$ cat src/rtl/cache_mem_arbiter.sv
`default_nettype none
// ============================================================================
// Module   : cache_mem_arbiter
// Purpose  : Responder side of the cache/memory interface. Collects icache
//            and dcache requests from CPUS cache pairs, grants one requester
//            at a time onto the single RAM port and returns wait/load data.
//            A dcache grant is held for up to BURST back-to-back words so a
//            block fetch or writeback is never split by another requester.
// Ports    : CLK, nRST          clock (rising edge), synchronous active-low reset
//            iREN/iaddr         icache read request / word address per CPU
//            iwait/iload        icache wait (1 = not served) / read data
//            dREN/dWEN          dcache read / write request per CPU
//            daddr/dstore       dcache word address / write data per CPU
//            dwait/dload        dcache wait (1 = not served) / read data
//            ramREN/ramWEN      RAM read / write strobes
//            ramaddr/ramstore   RAM address / write data
//            ramload/ramready   RAM read data / access completes this cycle
// Revision : 1.0 - initial release
// ============================================================================
module cache_mem_arbiter #(
  parameter int CPUS  = 2,
  parameter int BURST = 2
) (
  input  logic                 CLK,
  input  logic                 nRST,
  input  logic [CPUS-1:0]      iREN,
  input  logic [32*CPUS-1:0]   iaddr,
  output logic [CPUS-1:0]      iwait,
  output logic [32*CPUS-1:0]   iload,
  input  logic [CPUS-1:0]      dREN,
  input  logic [CPUS-1:0]      dWEN,
  input  logic [32*CPUS-1:0]   daddr,
  input  logic [32*CPUS-1:0]   dstore,
  output logic [CPUS-1:0]      dwait,
  output logic [32*CPUS-1:0]   dload,
  output logic                 ramREN,
  output logic                 ramWEN,
  output logic [31:0]          ramaddr,
  output logic [31:0]          ramstore,
  input  logic [31:0]          ramload,
  input  logic                 ramready
);

  localparam int CW  = (CPUS > 1) ? $clog2(CPUS) : 1;
  localparam int WCW = $clog2(BURST) + 1;
  localparam logic [WCW-1:0] c_burst    = WCW'(BURST);
  localparam logic [CW-1:0]  c_last_cpu = CW'(CPUS - 1);

  typedef enum logic [0:0] {S_IDLE = 1'b0, S_ACCESS = 1'b1} state_t;
  typedef enum logic [1:0] {SRC_NONE = 2'd0, SRC_DW = 2'd1,
                            SRC_DR = 2'd2, SRC_IR = 2'd3} src_t;

  state_t          r_state;
  src_t            r_gnt_src;
  logic [CW-1:0]   r_gnt_cpu;
  logic [WCW-1:0]  r_word_cnt;
  logic [CW-1:0]   r_rr;

  logic [31:0]     w_iaddr  [CPUS];
  logic [31:0]     w_daddr  [CPUS];
  logic [31:0]     w_dstore [CPUS];

  logic [CPUS-1:0] w_sel_mask;
  src_t            w_sel_src;
  logic [CW-1:0]   w_sel_cpu;
  logic            w_found;
  logic            w_active;
  logic            w_more_words;
  logic [CW-1:0]   w_rr_next;

  // Split the flat per-CPU buses into word arrays for the grant muxes.
  generate
    for (genvar n = 0; n < CPUS; n++) begin : g_unpack
      assign w_iaddr[n]  = iaddr[32*n +: 32];
      assign w_daddr[n]  = daddr[32*n +: 32];
      assign w_dstore[n] = dstore[32*n +: 32];
    end
  endgenerate

  // Read data is broadcast; a cache only consumes it while its wait is low.
  assign iload = {CPUS{ramload}};
  assign dload = {CPUS{ramload}};

  // Request selection: pick the highest-priority class that has any request,
  // then the first requester at or after r_rr, wrapping around. A CPU raising
  // both dWEN and dREN is seen as a writer only.
  always_comb begin
    w_sel_mask = '0;
    w_sel_src  = SRC_NONE;
    w_sel_cpu  = '0;
    w_found    = 1'b0;
    if (|dWEN) begin
      w_sel_mask = dWEN;
      w_sel_src  = SRC_DW;
    end else if (|(dREN & ~dWEN)) begin
      w_sel_mask = dREN & ~dWEN;
      w_sel_src  = SRC_DR;
    end else if (|iREN) begin
      w_sel_mask = iREN;
      w_sel_src  = SRC_IR;
    end
    // First pass covers indices r_rr..CPUS-1, second pass the wrapped part.
    for (int j = 0; j < CPUS; j++) begin
      if (!w_found && w_sel_mask[j] && (CW'(j) >= r_rr)) begin
        w_found   = 1'b1;
        w_sel_cpu = CW'(j);
      end
    end
    for (int j = 0; j < CPUS; j++) begin
      if (!w_found && w_sel_mask[j]) begin
        w_found   = 1'b1;
        w_sel_cpu = CW'(j);
      end
    end
  end

  // RAM port and wait decode from the current grant. The address and store
  // data follow the live cache inputs so a burst picks up the next word.
  always_comb begin
    iwait    = '1;
    dwait    = '1;
    ramREN   = 1'b0;
    ramWEN   = 1'b0;
    ramaddr  = '0;
    ramstore = '0;
    w_active = 1'b0;
    if (r_state == S_ACCESS) begin
      case (r_gnt_src)
        SRC_DW:  w_active = dWEN[r_gnt_cpu];
        SRC_DR:  w_active = dREN[r_gnt_cpu];
        SRC_IR:  w_active = iREN[r_gnt_cpu];
        default: w_active = 1'b0;
      endcase
      if (w_active) begin
        ramREN  = (r_gnt_src == SRC_DR) || (r_gnt_src == SRC_IR);
        ramWEN  = (r_gnt_src == SRC_DW);
        ramaddr = (r_gnt_src == SRC_IR) ? w_iaddr[r_gnt_cpu] : w_daddr[r_gnt_cpu];
        if (r_gnt_src == SRC_DW) begin
          ramstore = w_dstore[r_gnt_cpu];
        end
        if (ramready) begin
          if (r_gnt_src == SRC_IR) begin
            iwait[r_gnt_cpu] = 1'b0;
          end else begin
            dwait[r_gnt_cpu] = 1'b0;
          end
        end
      end
    end
  end

  assign w_more_words = ((r_gnt_src == SRC_DR) || (r_gnt_src == SRC_DW)) &&
                        ((r_word_cnt + 1'b1) < c_burst);
  assign w_rr_next    = (r_gnt_cpu == c_last_cpu) ? '0 : (r_gnt_cpu + 1'b1);

  always_ff @(posedge CLK) begin
    if (!nRST) begin
      r_state    <= S_IDLE;
      r_gnt_cpu  <= '0;
      r_gnt_src  <= SRC_NONE;
      r_word_cnt <= '0;
      r_rr       <= '0;
    end else begin
      case (r_state)
        S_IDLE: begin
          if (w_found) begin
            r_gnt_cpu  <= w_sel_cpu;
            r_gnt_src  <= w_sel_src;
            r_word_cnt <= '0;
            r_state    <= S_ACCESS;
          end
        end
        S_ACCESS: begin
          if (!w_active) begin
            // Requester withdrew: release without a response, rr unchanged.
            r_state    <= S_IDLE;
            r_gnt_src  <= SRC_NONE;
            r_word_cnt <= '0;
          end else if (ramready) begin
            if (w_more_words) begin
              r_word_cnt <= r_word_cnt + 1'b1;
            end else begin
              r_state    <= S_IDLE;
              r_gnt_src  <= SRC_NONE;
              r_word_cnt <= '0;
              r_rr       <= w_rr_next;
            end
          end
        end
        default: begin
          r_state <= S_IDLE;
        end
      endcase
    end
  end

endmodule
`default_nettype wire
$ cat config.mk
export PLATFORM = sky130hd
export DESIGN_NAME = cache_mem_arbiter
export DESIGN_NICKNAME = d
export VERILOG_FILES = /design/src/rtl/cache_mem_arbiter.sv
export SDC_FILE = /design/constraint.sdc
export NUM_CORES = 1
export LEC_CHECK = 0
export CAP_MARGIN = 20
export CORE_AREA = 8 8 160 162
export CTS_BUF_LIST = sky130_fd_sc_hd__clkbuf_4 sky130_fd_sc_hd__clkbuf_8
export CTS_CLUSTER_SIZE = 8
export DETAILED_ROUTE_END_ITERATION = 10
export DIE_AREA = 0 0 168 170
export PLACE_DENSITY = 0.47
export SKIP_CTS_REPAIR_TIMING = 1
export SLEW_MARGIN = 20
export SYNTH_ARGS = -nofsm -noshare
export SYNTH_HDL_FRONTEND = slang
export SYNTH_SLANG_ARGS = --single-unit
$ cat constraint.sdc
create_clock -name CLK -period 2.25 [get_ports CLK]
set_clock_uncertainty 0.1 [all_clocks]
set_input_delay 0.225 -clock CLK [delete_from_list [all_inputs] [get_ports CLK]]
set_output_delay 0.225 -clock CLK [all_outputs]
set_load 0.03 [all_outputs]
; Word level (Yosys, flattened, before mapping)
; Index checks and enable logic that the tools add are counted.
[word_totals]
register_bits = 7
latchBits = 0
ram_bits = 0
mem_bits_ro = 0
input_bits = 233
output_inout_bits = 198
elab_cells = 111
memories = 0
[classes]
n_addsub = 2
mul = 0
div = 0
magnitude_cmp = 6
eq_ne = 6
n_shift = 0
mux = 67
bitwise_logic = 6
n_reduce_logical = 19
[op_table]
columns = cell, n
row1 = $mux W32, 15
row2 = $mux W2, 22
row3 = $mux W1, 25
row4 = $pmux W2 S2, 2
row5 = $logic_and A1 B1 Y1, 7
row6 = $ne A3 B3 Y1 const B, 2
row7 = $reduce_or A2 Y1, 3
row8 = $eq A2 B2 Y1 const B, 2
row9 = $not A2 Y2, 2
row10 = $reduce_and A2 Y1, 2
row11 = $reduce_and A4 Y1, 1
row12 = $logic_not A1 Y1, 3
row13 = $pmux W1 S3, 1
row14 = $reduce_and A3 Y1, 1
row15 = $add A2 B1 Y2 const B, 1
row16 = $and A2 B2 Y2, 1
row17 = $eq A2 B1 Y1 const B, 1
row18 = $ge A1 B1 Y1 const A, 2
row19 = $ge A2 B2 Y1 const B, 1
row20 = $logic_or A1 B1 Y1, 2
row21 = $lt A1 B2 Y1 const B, 1
row22 = $lt A2 B2 Y1 const B, 1
row23 = $ne A2 B2 Y1 const B, 1
row24 = $not A1 Y1, 2
row25 = 5 further kinds, 5

; Longest topological paths before layout
; Gate-level depths: netlist of run 1.
[logic_depth]
word_depth = 19
mapped_depth = 7
depth_no_buf = 6

; Worst setup path before layout of run 1
; OpenSTA, ideal clock, no wires.
[synth_path]
path_type = reg-to-output
startpoint = reg r_gnt_src[0]
endpoint = out ramaddr[10]
arrival_ps = 1833
required_ps = 1925
path_slack_ps = 92
path_stages_with_launch = 6
path_buffers = 2
path_cell_list = dfxtp_1 ha_1 clkbuf_1 clkbuf_1 mux4_2 and2_1
[synth_between]
elab_chain_cells = 5
word_cells_on_any_way = 8
cone_classes = eq/ne (3) / mux (5)
[synth_rtl]
columns = element, line_no
row1 = from (decl), 54  ; src_t r_gnt_src;
row2 = from (signal assigned), 168  ; r_gnt_src <= w_sel_src;
row3 = $eq A2 B2 Y1 (tied with other cells), "128, 137"
row4 = $pmux W1 S3, 128  ; case (r_gnt_src)
row5 = $mux W1, 127  ; if (r_state == S_ACCESS) begin
row6 = $mux W32 *, 134  ; if (w_active) begin
row7 = $mux W32 *, 127
row8 = to (decl), 38  ; output logic [31:0] ramaddr,
; Mark *: on every way between the ends. The rest lies on a longest branch, timed or not. The select of a mux whose other input is x is not followed.

; Final worst setup path of run 1
[layout_path]
startpoint = reg r_gnt_cpu
endpoint = out ramaddr[30]
[layout_between]
elab_chain_cells = 7
word_cells_on_any_way = 18
cone_classes = mux (17) / bitwise (1)
[layout_rtl]
columns = element, line_no
row1 = from (decl), 55  ; logic [CW-1:0] r_gnt_cpu;
row2 = from (signal assigned), 167  ; r_gnt_cpu <= w_sel_cpu;
row3 = branches (longest 5 deep; another with $pmux W1 S3), -
row4 = $mux W32 *, 134
row5 = $mux W32 *, 127
; Mark *: on every way between the ends. The select of a mux whose other input is x is not followed.

==> flow_metrics.py, run 1 <==
metrics = {
    "run_status": {
        "outcome": "complete, but fails checks",
        "violations": "negative setup slack",
    },
    "worst_setup_path": {
        "crit_path_start_kind": "flop",
        "critPathRequiredTime_ps": 1920,
        "endpoint_kind": "primary output",
        "crit_path_max_fanout": 14,
        "cp.arrival_ps": 1980,
        "path_class": "reg2out",
    },
    "sta": {
        "slew_violations": 0,
        "fmax_mhz": 433.1,
        "setup_viol": 49,
        "final.period_utilization": 1.026,
        "final.min_clock_period_ps": 2309,
        "slew_headroom": 0.7098,
        "final_hold_viol_count": 0,
        "tightestPinTransition_ps": 431.3,
        "layout_setup_ws_ps": -59.08,
        "rsz0062_at_grt": "yes",
        "setup_tns_ps": -1739,
    },
    "clocking": {
        "root_buffer": "clkbuf_8",
        "numCtsBuffers": 3,
        "insertion_delay_ps": 230,
        "cts_sinks": 7,
        "htree_levels": 1,
        "clockBufferDepth": 2,
        "cts_tree": "built",
        "clk_pin_slew_ps": 40,
    },
    "die": {
        "io_pins": 431,
        "start_util": 0.1280,
        "core_um2": 23050,
        "die_h_um": 170,
        "die_area_um2": 28560,
        "die_w_um": 168,
        "row_count": 56,
    },
    "logic_synthesis": {
        "synth_compound_gate_area_share": 0.03859,
        "synth_xor_area_frac": 0,
        "synthMuxAreaShare": 0.3656,
        "yosysWarningCount": 0,
        "synth_most_common_cell": "buf_4",
        "synth_top_area_cell": "buf_4",
        "seq_area_frac_synth": 0.04750,
        "synthSimpleGateAreaFrac": 0.1675,
        "syn_area_um2": 2950,
        "synthAdderAreaFrac": 0.01696,
        "ys.flop_type": "dfxtp_1",
        "postSynthNetCount": 580,
        "synth.ff_latch_count": 7,
        "synth_cell_types": 35,
        "synth_top_family_by_area": "multiplexers",
        "synth_async_sr_flop_share": 0,
        "ys_top_cells_by_area": "buf_4 33%, mux4_2 24%, mux2i_1 11%",
        "synth_edf_count": 0,
        "yosysTopAreaCellShare": 0.3308,
        "synth_area_per_cell_um2": 8.602,
        "synth_common_cells": "130 x buf_4, 39 x nor2_1, 34 x and2_1",
        "syn_inst": 343,
    },
    "placed_design": {
        "hpwlAfterDp_um": 12880,
        "place.gp.congestion": 0.8071,
        "io_buffers": 270,
        "place_ws_ps": -473.1,
    },
    "power": {
        "finalPower_mw": 1.039,
        "ir_drop_mv": 0.1198,
        "power.density_nw_per_um2": 174.4,
        "leakagePower_nw": 2.140,
    },
    "hold_path": {
        "hold_path.class": "in2out",
    },
    "grt": {
        "gr-total-overflow": 0,
        "antenna_found_initial": 0,
        "gr-usage-all-layers": 0.09431,
        "grt_start_max_net_pins": 33,
        "grt_pass1_wl_um": 21210,
        "grt_pass1_vias": 3454,
    },
    "layout": {
        "finish.utilization": 0.2584,
        "diodes": 0,
        "fin_nets": 739,
        "area_growth_pct": 101.9,
        "drive_gt1_frac": 0.4172,
    },
    "drt": {
        "vias_per_cell": 3.922,
        "firstDrtPassIters": 4,
        "drcViolationCount": 0,
        "routed_wl_um": 15700,
        "route.detailed.wl_per_inst_um": 19.84,
        "drtIter0Drc": 107,
        "detail-route-antenna-nets": 0,
        "vias": 3102,
    },
    "job": {
        "maxCapViolCount": 0,
    },
}
## per-stage QoR
step	cell area, µm²	instances	hold WS (ps)
after detailed placement	5369	778	350.5
after global placement	5369	778	350.5
final	5956	791	350.0
after CTS	5418	782	350.5
after floorplan	2950	343	241.1
after global routing	5956	791	350.1
## area by class of cell
| cell class | count | area [µm²] |
|---|---|---|
| Timing Repair Buffer | 301 | 3369 |
| Clock buffer | 4 | 48.80 |
| Tap cell | 290 | 362.8 |
| Sequential cell | 7 | 146.4 |
| Inverter | 4 | 15.01 |
| Multi-Input combinational cell | 185 | 2013 |
| Fill cell | 2438 | 17100 |
## logic make-up after synthesis
logic type / count (synthesis)
buf+inv: 151
simple gates: 97
mux: 67
compound gates: 17
flops: 7
fa+ha+maj: 4
## where the power goes
group / switching, mW / internal (mW)
combinational: 0.228 / 0.488
clock: 0.0532 / 0.134
sequential: 0.00529 / 0.129
## final timing paths
kind / start / end / slack (ps) / cells after the start
max: r_gnt_cpu$_SDFFE_PN0P_ / ramaddr[30] / -60 / 7
min: ramload[22] / dload[22] / 350 / 0
max reg2reg: r_gnt_cpu$_SDFFE_PN0P_ / r_word_cnt[0]$_SDFFE_PN0P_ / 300 / 7
min reg2reg: r_rr$_SDFFE_PN0P_ / r_rr$_SDFFE_PN0P_ / 390 / 2
## registers in the layout (all words and copies together), names as in the netlist
name,count
r_gnt_cpu,1
r_gnt_src,2
r_rr,1
r_state,1
r_word_cnt,2
## placed cells by master (no fill, tap or decap), types with 3 or more instances in the layout
cell	Yosys	final
mux4_2	32	32
a21oi_1	3	3
buf_12	0	35
nor2_1	39	16
mux2i_1	32	30
clkbuf_8	0	3
o21ai_0	4	4
dfxtp_1	7	4
clkbuf_16	0	3
clkdlybuf4s50_1	0	199
inv_1	4	3
nand2_1	8	8
and2_4	0	32
buf_4	130	34
buf_6	1	27
nor2_2	1	7
nor2_4	0	17
## routing by layer
layer | part of all wire | vias up | GRT usage
li1 | - | 1377 | -
met2 | 0.49 | 225 | 0.1610
met4 | 0.021 | 0 | 0.02640
met3 | 0.11 | 39 | 0.03707
met1 | 0.38 | 1461 | 0.1080
met5 | 0 | - | 0
## worst max-delay path, cell delays in order (launching register included)
cell	delay, ps
dfxtp_4	390
mux2_4	320
a222oi_1	350
buf_4	190
nor2_4	60
buf_12	150
and2_4	150
buf_12	130
(Power assumes the default switching activity.)
==> run 2: changes to the inputs <==
CAP_MARGIN = unset   (was 20)
HOLD_SLACK_MARGIN = 0.06   (was unset)
==> results of run 2 <==
The final DEF is identical to that of run 1; final timing and power are the same.
